<file path="config.mk">
export PLATFORM = sky130hd
export DESIGN_NAME = hazard_sequencer
export DESIGN_NICKNAME = d
export VERILOG_FILES = /design/src/rtl/hazard_sequencer.sv
export SDC_FILE = /design/constraint.sdc
export NUM_CORES = 1
export LEC_CHECK = 0
export CAP_MARGIN = 5
export CELL_PAD_IN_SITES_DETAIL_PLACEMENT = 0
export CELL_PAD_IN_SITES_GLOBAL_PLACEMENT = 1
export CORE_AREA = 2 2 87 89
export CTS_CLUSTER_SIZE = 40
export DETAILED_ROUTE_END_ITERATION = 10
export DIE_AREA = 0 0 89 91
export PLACE_DENSITY_LB_ADDON = 0.1
export SYNTH_ARGS = -nofsm -noshare
export SYNTH_HDL_FRONTEND = slang
export SYNTH_SLANG_ARGS = --single-unit
</file>
<file path="constraint.sdc">
create_clock -name clk -period 2.2 [get_ports clk]
set_input_delay 0.44 -clock clk [delete_from_list [all_inputs] [get_ports clk]]
set_output_delay 0.44 -clock clk [all_outputs]
set_load 0.005 [all_outputs]
</file>
<file path="src/rtl/hazard_sequencer.sv">
// Pipeline sequencer for the s0/s1/s2 integer datapath: two-entry scoreboard,
// RAW hazard detection on s0 operand reads, s2 memory handshake and stall counters.
module hazard_sequencer #(
  parameter int unsigned STALL_CNT_WIDTH = 16
) (
  input  logic                       clk,
  input  logic                       rst,
  input  logic                       s0_valid,
  input  logic [4:0]                 s0_rs1,
  input  logic [4:0]                 s0_rs2,
  input  logic                       s0_uses_rs1,
  input  logic                       s0_uses_rs2,
  input  logic [4:0]                 s0_rd,
  input  logic                       s0_writes_rd,
  input  logic                       s0_is_mem,
  input  logic                       mem_ack,
  output logic                       s0_enable,
  output logic                       pipe_enable,
  output logic                       s1_valid,
  output logic                       s2_valid,
  output logic                       mem_req,
  output logic [STALL_CNT_WIDTH-1:0] raw_stall_cnt,
  output logic [STALL_CNT_WIDTH-1:0] mem_stall_cnt
);

  localparam int unsigned REG_IDX_W = 5;
  localparam logic [STALL_CNT_WIDTH-1:0] CNT_MAX = '1;

  typedef struct packed {
    logic                 valid;
    logic [REG_IDX_W-1:0] rd;
    logic                 writes_rd;
    logic                 is_mem;
  } sb_entry_t;

  typedef enum logic [0:0] {
    RUN      = 1'b0,
    MEM_WAIT = 1'b1
  } state_t;

  state_t    state, state_nxt;
  sb_entry_t s1_q, s2_q, s1_nxt;
  logic      raw_hazard;
  logic      freeze;

  // x0 is hardwired, so it can never be pending.
  function automatic logic is_pending(input sb_entry_t e, input logic [REG_IDX_W-1:0] r);
    return e.valid && e.writes_rd && (e.rd == r) && (r != '0);
  endfunction

  // RAW check against both in-flight entries; no forwarding paths exist.
  always_comb begin
    raw_hazard = s0_valid &&
                 ((s0_uses_rs1 && (is_pending(s1_q, s0_rs1) || is_pending(s2_q, s0_rs1))) ||
                  (s0_uses_rs2 && (is_pending(s1_q, s0_rs2) || is_pending(s2_q, s0_rs2))));
  end

  // Memory handshake FSM and stage clock enables.
  always_comb begin
    state_nxt   = state;
    mem_req     = 1'b0;
    freeze      = 1'b0;
    pipe_enable = 1'b0;
    s0_enable   = 1'b0;
    case (state)
      RUN: begin
        mem_req = s2_q.valid && s2_q.is_mem;
        if (mem_req && !mem_ack) state_nxt = MEM_WAIT;
      end
      MEM_WAIT: begin
        mem_req = 1'b1;
        if (mem_ack) state_nxt = RUN;
      end
      default: state_nxt = RUN;
    endcase
    if (rst) mem_req = 1'b0;
    freeze      = mem_req && !mem_ack;
    pipe_enable = !rst && !freeze;
    s0_enable   = pipe_enable && !raw_hazard;
  end

  always_ff @(posedge clk) begin
    if (rst) state <= RUN;
    else     state <= state_nxt;
  end

  // Entry issued into s1: the s0 instruction, or a bubble while it is stalled.
  always_comb begin
    s1_nxt = '0;
    if (s0_valid && !raw_hazard) begin
      s1_nxt.valid     = 1'b1;
      s1_nxt.rd        = s0_rd;
      s1_nxt.writes_rd = s0_writes_rd;
      s1_nxt.is_mem    = s0_is_mem;
    end
  end

  always_ff @(posedge clk) begin
    if (rst) begin
      s1_q <= '0;
      s2_q <= '0;
    end else if (pipe_enable) begin
      s2_q <= s1_q;
      s1_q <= s1_nxt;
    end
  end

  // A frozen cycle is charged to memory even if a RAW hazard is also present.
  always_ff @(posedge clk) begin
    if (rst) begin
      raw_stall_cnt <= '0;
      mem_stall_cnt <= '0;
    end else begin
      if (freeze && (mem_stall_cnt != CNT_MAX))
        mem_stall_cnt <= mem_stall_cnt + STALL_CNT_WIDTH'(1);
      if (raw_hazard && !freeze && (raw_stall_cnt != CNT_MAX))
        raw_stall_cnt <= raw_stall_cnt + STALL_CNT_WIDTH'(1);
    end
  end

  assign s1_valid = s1_q.valid;
  assign s2_valid = s2_q.valid;

endmodule

</file>
==> reports/results.txt, run 1 <==
Mapped Area - 2500 sq um
fillers - 730
die height - 91 um
drt initial violations - 100
Synth Register Bits - 49
final max-slew violation count - 0
GR Util met2 - 25.4%
Synth Area per Inst - 8.61 sq um
slowest cell on the critical path - dfxtp_2
CTS tree - yes
commonest non-fill, non-tap cells in the layout - 46 x clkdlybuf4s50_1, 43 x dfxtp_1, 36 x nor2_1
P_leak - 1.47 nW
vias in the first global route - 2260
FMAX - 454 MHz
dpl cell area - 3400 sq um
outcome - complete, but fails checks
# IOs - 60
TritonCTS Sinks - 49
Net count, final - 408
core area - 7140 sq um
length of the first detailed-routing pass in iterations - 4
Remaining DRCs - 0
number of diodes - 0
CP endpoint kind - primary output
RSZ-0062 raised after global routing - true
area growth from synthesis to layout - 44.7%
Cell Pwr Density - 448 nW/um^2
vias per std cell - 4.89
CP max stage delay - 340 ps
setup ws final - -0.565 ps
fin area - 3610 sq um
sequential share of the synthesized area - 39.3%
initial antenna violation count - 0
post-DP HPWL - 4.69 mm
Synth Flop Type - dfxtp_1
Placer Congestion - 0.851
number of synthesized flops with an enable pin - 0
WP data arrival - 1760 ps
Fin. Hold Viols - 0
Setup TNS Final - -0.565 ps
worst-skew pair later-pin latency - 310 ps
routed length per instance - 13.5 um
maximum vdd drop - 0.000260 V
first-pass GRT wire length - 10.6 mm
Initial Utilization - 35.0%
Cells after DPL - 467
Tightest Hold Check Type - reg2reg
largest net degree at the start of global routing - 34
Worst Tran Pin Value - 475 ps
# rows - 31
CTS Buf Count - 5
H-Tree Depth - 2
IO buf count - 59
Synth cell types - 39
CP max FO - 2
Tot GR Track Use - 16.4%
worst slack, placed - -909 ps
min cycle time layout - 2200 ps
clock skew - 8.36 ps
Ys Warns - 0
clock-pin slew on the worst setup and hold paths - 100 ps
Routed WL - 6.52 mm
Slew Limit Headroom - 68.1%
GRT met3 Usage - 3.36%
MaxCap Viol Count - 0
Worst EP required - 1760 ps
Post-Syn Nets - 315
share of cells above drive strength 1 - 22.1%
Worst Setup Start Kind - flip-flop
root buffer cell - clkbuf_8
CP Cell Sequence - xor2_1 -> nor4_2 -> a22oi_2 -> o32ai_4 -> nor3_2 -> buf_2
most common cell after layout, fill and taps aside - clkdlybuf4s50_1
Congestion Overflow GR - 0
maximum clock path buffer count - 2
Final ANT Viol Nets - 0
die area - 8100 sq um
failing checks - negative setup slack
Worst path top cell family by delay - simple AND/OR/NAND/NOR gates
Final period util - 100%
Crit Path Category - reg2out
met1 usage - 23.1%
Syn Inst Count - 290
GRT busiest layer - met2
Synth async-reset ratio - 0%
Via Count - 2363
Non-Filler Instances - 483
Buf+Inv Stages, Crit Path - 1
Die X - 89 um
final setup violation count - 1
==> metrics by stage <==
stage / utilization [%] / power [mW] / hold WS [ps]
2_1_floorplan: - / 0.985 / 416
3_3_place_gp: 47.6 / 1.08 / 426
3_5_place_dp: 47.6 / 1.08 / 433
4_1_cts: 50.2 / 1.63 / 448
5_1_grt: 50.6 / 1.69 / 462
6_report: 50.6 / 1.62 / 449
==> layer usage <==
| metal | vias up | share of wire [%] | wire (um) |
|---|---|---|---|
| met5 | - | 0 | 0 |
| met4 | 0 | 1.6 | 101 |
| met3 | 8 | 3.5 | 229 |
| met2 | 41 | 46 | 3000 |
| met1 | 1115 | 49 | 3190 |
| li1 | 1199 | - | - |
==> kinds of logic (layout without fill, tap and decap cells) <==
family / after synthesis / in the layout / synth area share, %
xor+xnor: 35 / 35 / 12.3
buf+inv: 20 / 114 / 3.56
compound gates: 32 / 32 / 9.12
flops: 49 / 49 / 39.3
mux: 12 / 12 / 5.41
fa+ha+maj: 2 / 2 / 1.00
simple gates: 140 / 140 / 29.3
==> power breakdown <==
group	switching [mW]	internal, mW
logic	0.0731	0.0954
registers	0.00962	0.898
clock network	0.317	0.225
==> registers in the layout, summed over array words and instances, names as in the netlist <==
signal / count
raw_stall_cnt: 16
s2_q: 7
s1_q: 7
s2_valid: 1
s1_valid: 1
mem_stall_cnt: 16
state: 1
==> worst min-delay path, stage by stage (launching register included) <==
cell and delay [ps]:
dfxtp_1 330, nand2_1 50, nand2_1 40
==> area by class of cell <==
cell class	instances	area (sq um)	area share, %
Inverter	7	28.8	0.797
Clock inverter	2	15.0	0.416
Clock buffer	6	72.6	2.01
Multi-Input combinational cell	221	1500	41.4
Tap cell	99	124	3.43
Sequential cell	49	988	27.4
Timing Repair Buffer	99	887	24.6
==> Yosys cell counts (2+ instances only) <==
master / count / area [sq um]
a21oi_1: 10 / 50.1
a22o_1: 7 / 61.3
a22oi_1: 2 / 15.0
a31o_2: 4 / 35.0
and3_1: 13 / 81.3
and4_1: 5 / 43.8
buf_2: 3 / 15.0
buf_4: 2 / 15.0
clkbuf_1: 8 / 30.0
dfxtp_1: 49 / 981
ha_1: 2 / 25.0
inv_1: 6 / 22.5
mux2_1: 8 / 90.1
mux2_2: 4 / 45.0
nand2_1: 26 / 97.6
nand2b_1: 2 / 12.5
nand3_1: 12 / 60.1
nand4_1: 17 / 106
nor2_1: 36 / 135
nor2b_1: 12 / 75.1
nor3_1: 4 / 20.0
nor4_1: 5 / 31.3
o21ai_0: 3 / 15.0
or4_1: 2 / 15.0
xnor2_1: 5 / 43.8
xor2_1: 30 / 263
==> worst paths after layout <==
| check | cells past startpoint | slack [ps] | startpoint | endpoint |
|---|---|---|---|---|
| worst min-delay path | 2 | 450 | s2_q[0] | s2_q[0] |
| worst min register to register | 2 | 450 | s2_q[0] | s2_q[0] |
| worst max-delay path | 6 | -0.6 | s1_q[5] | s0_enable |
| worst max register to register | 7 | 100 | s1_q[5] | raw_stall_cnt[13] |
==> what timing repair did <==
| item | 4_1_cts | 5_1_grt |
|---|---|---|
| buffers inserted | 10 | 0 |
| endpoints found under the setup margin | 18 | 22 |
| gates cloned | 0 | 0 |
| gates resized for setup | 60 | 8 |
| endpoints found under the hold margin | 0 | 0 |
| hold buffers | 0 | 0 |
| pin swaps | 14 | 7 |
Power figures use the tool's default switching activity.
==> run 2, diff against run 1 <==
- CTS_BUF_LIST: unset -> sky130_fd_sc_hd__clkbuf_4 sky130_fd_sc_hd__clkbuf_8 sky130_fd_sc_hd__clkbuf_16
==> run 2 against run 1 <==
  * The run still ends with negative setup slack left
  * Critical endpoint unchanged
  * Non-clock buffer count rose by 1
  * Flip-flop and latch count did not move
  * Critical path type is now in2out
  * Worst hold slack got worse by 0.85 ps
  * Maximum frequency fell by 4.4%
  * Die area did not move
  * Wire length rose by 0.77%
  * Combinational power barely moved
  * Sequential share of layout area fell by 0.088 points
  * Register-to-register slack got worse by 60 ps
  * Largest cell class unchanged
  * Sequential power barely moved
  * Final cell count rose by 0.21%
  * First-iteration DRC count rose by 16%
==> reports/results.txt, run 2 (synthesized netlist as in run 1, its figures left out) <==
Cell Pwr Density - 448 nW/um^2 (about the same)
Remaining DRCs - 0 (unchanged)
clock-pin slew on the worst setup and hold paths - 100 ps (about the same)
Tot GR Track Use - 16.5% (+0.092 points)
commonest non-fill, non-tap cells in the layout - 46 x clkdlybuf4s50_1, 41 x dfxtp_1, 36 x nor2_1
multi-input combinational cell area - 1510 sq um (+1.3%)
Final period util - 105% (+4.6 points)
MaxCap Viol Count - 0 (unchanged)
die height - 91 um (unchanged)
vias per std cell - 4.91 (+0.30%)
CTS Hold Bufs - 0 (unchanged)
initial antenna violation count - 0 (unchanged)
outcome - complete, but fails checks
maximum clock path buffer count - 2 (unchanged)
total power draw - 1.63 mW (+0.81%)
RSZ-0062 raised after global routing - true
# rows - 31 (unchanged)
die area - 8100 sq um (unchanged)
Fin. Hold Viols - 0 (unchanged)
failing checks - negative setup slack
CP endpoint kind - primary output
core area - 7140 sq um (unchanged)
final setup violation count - 1 (unchanged)
Initial Utilization - 35.0% (unchanged)
Worst EP required - 1760 ps (about the same)
CP max FO - 2 (unchanged)
WP data arrival - 1860 ps (+100 ps)
Crit Path Category - in2out
dpl cell area - 3400 sq um (unchanged)
min cycle time layout - 2300 ps (+101 ps)
Congestion Overflow GR - 0 (unchanged)
IO buf count - 59 (unchanged)
P_leak - 1.49 nW (+0.87%)
maximum vdd drop - 0.000257 V (-1.2%)
CTS tree - yes
fillers - 735 (+0.68%)
drt initial violations - 116 (+16%)
Cells after DPL - 467 (unchanged)
Non-Filler Instances - 484 (+0.21%)
vias in the first global route - 2257 (-0.13%)
worst slack, placed - -909 ps (unchanged)
Via Count - 2375 (+0.51%)
Worst Tran Pin Value - 472 ps (-2.73 ps)
Register Area - 993 sq um (+0.51%)
number of diodes - 0 (unchanged)
CTS Buf Count - 5 (unchanged)
share of cells above drive strength 1 - 24.2% (+2.0 points)
largest registers - mem_stall_cnt: 16 flops, raw_stall_cnt: 16 flops
root buffer cell - clkbuf_8
FMAX - 434 MHz (-4.4%)
routed length per instance - 13.6 um (+0.56%)
post-DP HPWL - 4.69 mm (unchanged)
Placer Congestion - 0.851 (unchanged)
TritonCTS Sinks - 49 (unchanged)
Tightest Hold Check Type - reg2reg
first-pass GRT wire length - 10.6 mm (+0.45%)
Die X - 89 um (unchanged)
area growth from synthesis to layout - 45.9%
fin area - 3640 sq um (+0.83%)
Slew Limit Headroom - 68.3% (+0.18 points)
Net count, final - 409 (+0.25%)
Final ANT Viol Nets - 0 (unchanged)
H-Tree Depth - 2 (unchanged)
Worst R2R Setup Slack - 40 ps (-60 ps)
clock skew - 11.2 ps (+2.85 ps)
length of the first detailed-routing pass in iterations - 4 (unchanged)
Worst Setup Start Kind - primary input
largest net degree at the start of global routing - 34 (unchanged)
worst-skew pair later-pin latency - 310 ps (about the same)
final max-slew violation count - 0 (unchanged)
Routed WL - 6.57 mm (+0.77%)
setup ws final - -102 ps (-101 ps)
most common cell after layout, fill and taps aside - clkdlybuf4s50_1
# IOs - 60 (unchanged)
==> run 2: cell type report <==
type,instances,share of cell area [%]
Tap cell,99,3.40
Clock inverter,2,0.412
Multi-Input combinational cell,221,41.6
Timing Repair Buffer,100,24.4
Inverter,7,0.790
Sequential cell,49,27.3
Clock buffer,6,2.10
==> run 2: routing by layer <==
metal / vias up / share of wire (%) / GRT usage (%)
met5: - / 0 / 0
met4: 0 / 1.6 / 4.73
met3: 8 / 3.9 / 3.36
met2: 45 / 46 / 25.4
met1: 1118 / 48 / 23.3
li1: 1204 / - / -
==> run 2: worst max-delay path, cell delays in order <==
cell	delay, ps
buf_2	110
buf_6	120
xor2_2	170
nor4_2	330
a22oi_2	130
o32ai_4	330
nor3_2	90
buf_2	130
==> run 2: stage by stage <==
step | util [%] | TNS, ps | hold slack, ps
floorplan | - | 0 | 416
global placement | 47.6 | -12560 | 426
detailed placement | 47.6 | -13190 | 433
CTS | 50.2 | -120 | 448
global route | 51.0 | -783 | 463
finish | 51.0 | -102 | 448
==> run 2: power by group <==
group	internal (mW)	switching, mW
combinational	0.0964	0.0760
clock	0.237	0.314
sequential	0.897	0.00972
==> run 2: timing repair <==
item,4_1_cts,5_1_grt
setup buffers,10,2
setup endpoints to repair,18,22
resized for setup,60,15
pin swaps,14,9
==> run 2: worst paths after layout <==
check,start,depth (start not counted),to
worst min register to register,s2_q[0],2,s2_q[0]
worst min-delay path,s2_q[0],2,s2_q[0]
worst max register to register,s1_q[6],7,raw_stall_cnt[3]
worst max-delay path,s0_rs1[4],8,s0_enable
==> run 3, diff against run 2 <==
- CORE_AREA: 2 2 87 89 -> 2 2 90 92
- DIE_AREA: 0 0 89 91 -> 0 0 92 94
- clock period: 2.2 -> 1.93 ns (I/O delays scaled with it)
==> run 3 against run 2 <==
  * The run still ends with negative setup slack left
  * Clock skew down 6.8 ps
  * Critical path type is now reg2out
  * Final cell count increased by 3.5%
  * Total power up 13%
  * Wire length is 5.2% higher
  * Clock power is 11% higher
  * Highest routed layer unchanged
  * Non-clock buffer count rose by 14
  * First-iteration DRC count shrank 13%
  * Critical path depth decreased by 2
  * Die area grew 6.8%
  * Via count is 1.9% higher
  * Register-to-register slack got worse by 360 ps
==> reports/results.txt, run 3 (synthesized netlist as in run 1, its figures left out) <==
outcome - complete, but fails checks
failing checks - negative setup slack
maximum vdd drop - 0.000250 V (-2.7%)
length of the first detailed-routing pass in iterations - 4 (unchanged)
MaxCap Viol Count - 0 (unchanged)
Final ANT Viol Nets - 0 (unchanged)
setup ws final - -378 ps (-276 ps)
Via Count - 2421 (+1.9%)
share of cells above drive strength 1 - 31.1% (+6.9 points)
min cycle time layout - 2310 ps
clock skew - 4.43 ps (-6.79 ps)
Tightest Hold Check Type - reg2reg
CP max stage delay - 420 ps (+90 ps)
final setup violation count - 17 (+16)
TritonCTS Sinks - 49 (unchanged)
CP Cell Sequence - xor2_2 -> nor4_2 -> a22oi_2 -> o32ai_4 -> nor3_4 -> buf_2
final core utilization - 52.7% (+1.7 points)
CTS Hold Bufs - 0 (unchanged)
die height - 94 um (+3.3%)
Worst Setup Start Kind - flip-flop
CTS tree - yes
Cell Pwr Density - 459 nW/um^2 (+2.5%)
number of diodes - 0 (unchanged)
fillers - 718 (-2.3%)
vias in the first global route - 2353 (+4.3%)
Worst EP required - 1540 ps (-220 ps)
Non-Filler Instances - 501 (+3.5%)
first-pass GRT wire length - 11.3 mm (+6.0%)
maximum clock path buffer count - 2 (unchanged)
r2r worst-path depth - 8 (+1)
FMAX - 433 MHz
die area - 8650 sq um (+6.8%)
Worst Tran Pin Value - 614 ps (+142 ps)
reg-to-reg endpoint - raw_stall_cnt[12]
Cells after DPL - 481 (+3.0%)
Worst Setup SP - s2_q[4]
drt initial violations - 101 (-13%)
Fin. Hold Viols - 0 (unchanged)
Worst R2R Setup Slack - -320 ps (-360 ps)
WP data arrival - 1920 ps (+60 ps)
CP endpoint kind - primary output
# rows - 32 (+3.2%)
Remaining DRCs - 0 (unchanged)
slowest cell on the critical path - o32ai_4
area growth from synthesis to layout - 60.6%
largest net degree at the start of global routing - 21 (-38%)
Net count, final - 423 (+3.4%)
worst-skew pair later-pin latency - 300 ps (about the same)
Initial Utilization - 32.8% (-2.2 points)
Routed WL - 6.91 mm (+5.2%)
routed length per instance - 13.8 um (+1.7%)
commonest non-fill, non-tap cells in the layout - 44 x clkdlybuf4s50_1, 44 x buf_4, 39 x dfxtp_1
Crit Path Category - reg2out
worst hold margin - 441 ps (-6.73 ps)
root buffer cell - clkbuf_8
Final period util - 120%
P_leak - 1.64 nW (+10%)
Placer Congestion - 0.879 (+3.2%)
Congestion Overflow GR - 0 (unchanged)
clock-pin slew on the worst setup and hold paths - 90 ps (about the same)
Slew Limit Headroom - 59.0% (-9.3 points)
total power draw - 1.84 mW (+13%)
largest registers - mem_stall_cnt: 16 flops, raw_stall_cnt: 16 flops
Tot GR Track Use - 16.2% (-0.29 points)
# IOs - 60 (unchanged)
Worst Setup EP - s0_enable
CP max FO - 2 (unchanged)
vias per std cell - 4.83 (-1.5%)
final max-slew violation count - 0 (unchanged)
H-Tree Depth - 2 (unchanged)
initial antenna violation count - 0 (unchanged)
worst flop-to-flop path startpoint - s2_q[4]
CTS Buf Count - 5 (unchanged)
IO buf count - 59 (unchanged)
post-DP HPWL - 4.77 mm (+1.5%)
Die X - 92 um (+3.4%)
core area - 7610 sq um (+6.6%)
RSZ-0062 raised after global routing - true
==> run 3: cell types whose count changed in the layout (fill, tap and decap cells not counted), moves of 3 or more <==
cell / before / now
nand3_4: 0 / 5
xor2_2: 1 / 4
dlygate4sd2_1: 1 / 4
nand3_1: 12 / 7
buf_4: 34 / 44
mux2_1: 8 / 1
mux2_4: 0 / 9
buf_2: 7 / 3
xor2_1: 29 / 26
clkdlybuf4s15_1: 1 / 6
==> run 3: how the worst min path moves through the flow <==
stage          startpoint      end  slack (ps)  cells after the start
6_report          s2_q[0]  s2_q[0]         440                      2
3_5_place_dp      s2_q[0]  s2_q[0]         430                      2
3_3_place_gp      s2_q[0]  s2_q[0]         430                      2
4_1_cts           s2_q[0]  s2_q[0]         450                      2
5_1_grt               rst  s2_q[4]         480                      3
2_1_floorplan     s2_q[0]  s2_q[0]         420                      2
==> run 3: critical path: cells and delay by family (launching register included) <==
kind / cells / cell delay, ps
AOI/OAI and AO/OA: 2 / 580
xor gates and xnor gates: 1 / 180
buffers and inverters: 1 / 140
DFF: 1 / 370
and+or+nand+nor: 2 / 360
==> run 3: what timing repair did <==
item                                    in CTS  in global routing
gates resized for setup                     68                 37
setup buffers                               15                  5
gates cloned                                 1                  0
endpoints found under the setup margin      27                 28
pin swaps                                   20                 15
==> run 3: report_power, final <==
part           switching, mW  leakage (nW)  internal [mW]
clock                  0.343        0.0484          0.266
combinational         0.0902          1.19          0.106
sequential            0.0120         0.401           1.02
total                  0.445          1.64           1.39
==> run 3: area by class of cell <==
cell class	instances	area, sq um	area share [%]
flip-flops and latches	49	998	24.9
clock buffers	6	76.3	1.90
multi-input cells	221	1700	42.3
clock inverters	2	10.0	0.250
inverters	7	28.8	0.718
repair buffers	114	1070	26.7
well taps	102	128	3.18
==> run 3: through the flow <==
| stage | worst slack, ps | setup TNS, ps | cell area, sq um |
|---|---|---|---|
| after floorplan | 19.9 | 0 | 2500 |
| after global placement | -905 | -19740 | 3480 |
| after detailed placement | -929 | -20850 | 3480 |
| after CTS | -321 | -3920 | 3860 |
| after global routing | -462 | -6350 | 4010 |
| final | -378 | -4560 | 4010 |
==> run 3: metal layers <==
layer  up-vias  wire, um  GRT usage [%]  share of wire [%]
met1      1137      3340           21.8                 48
met2        44      3200           26.3                 46
met3        10       261           3.29                3.8
met4         0       101           5.10                1.5
met5         -         0              0                  0
li1       1230         -              -                  -
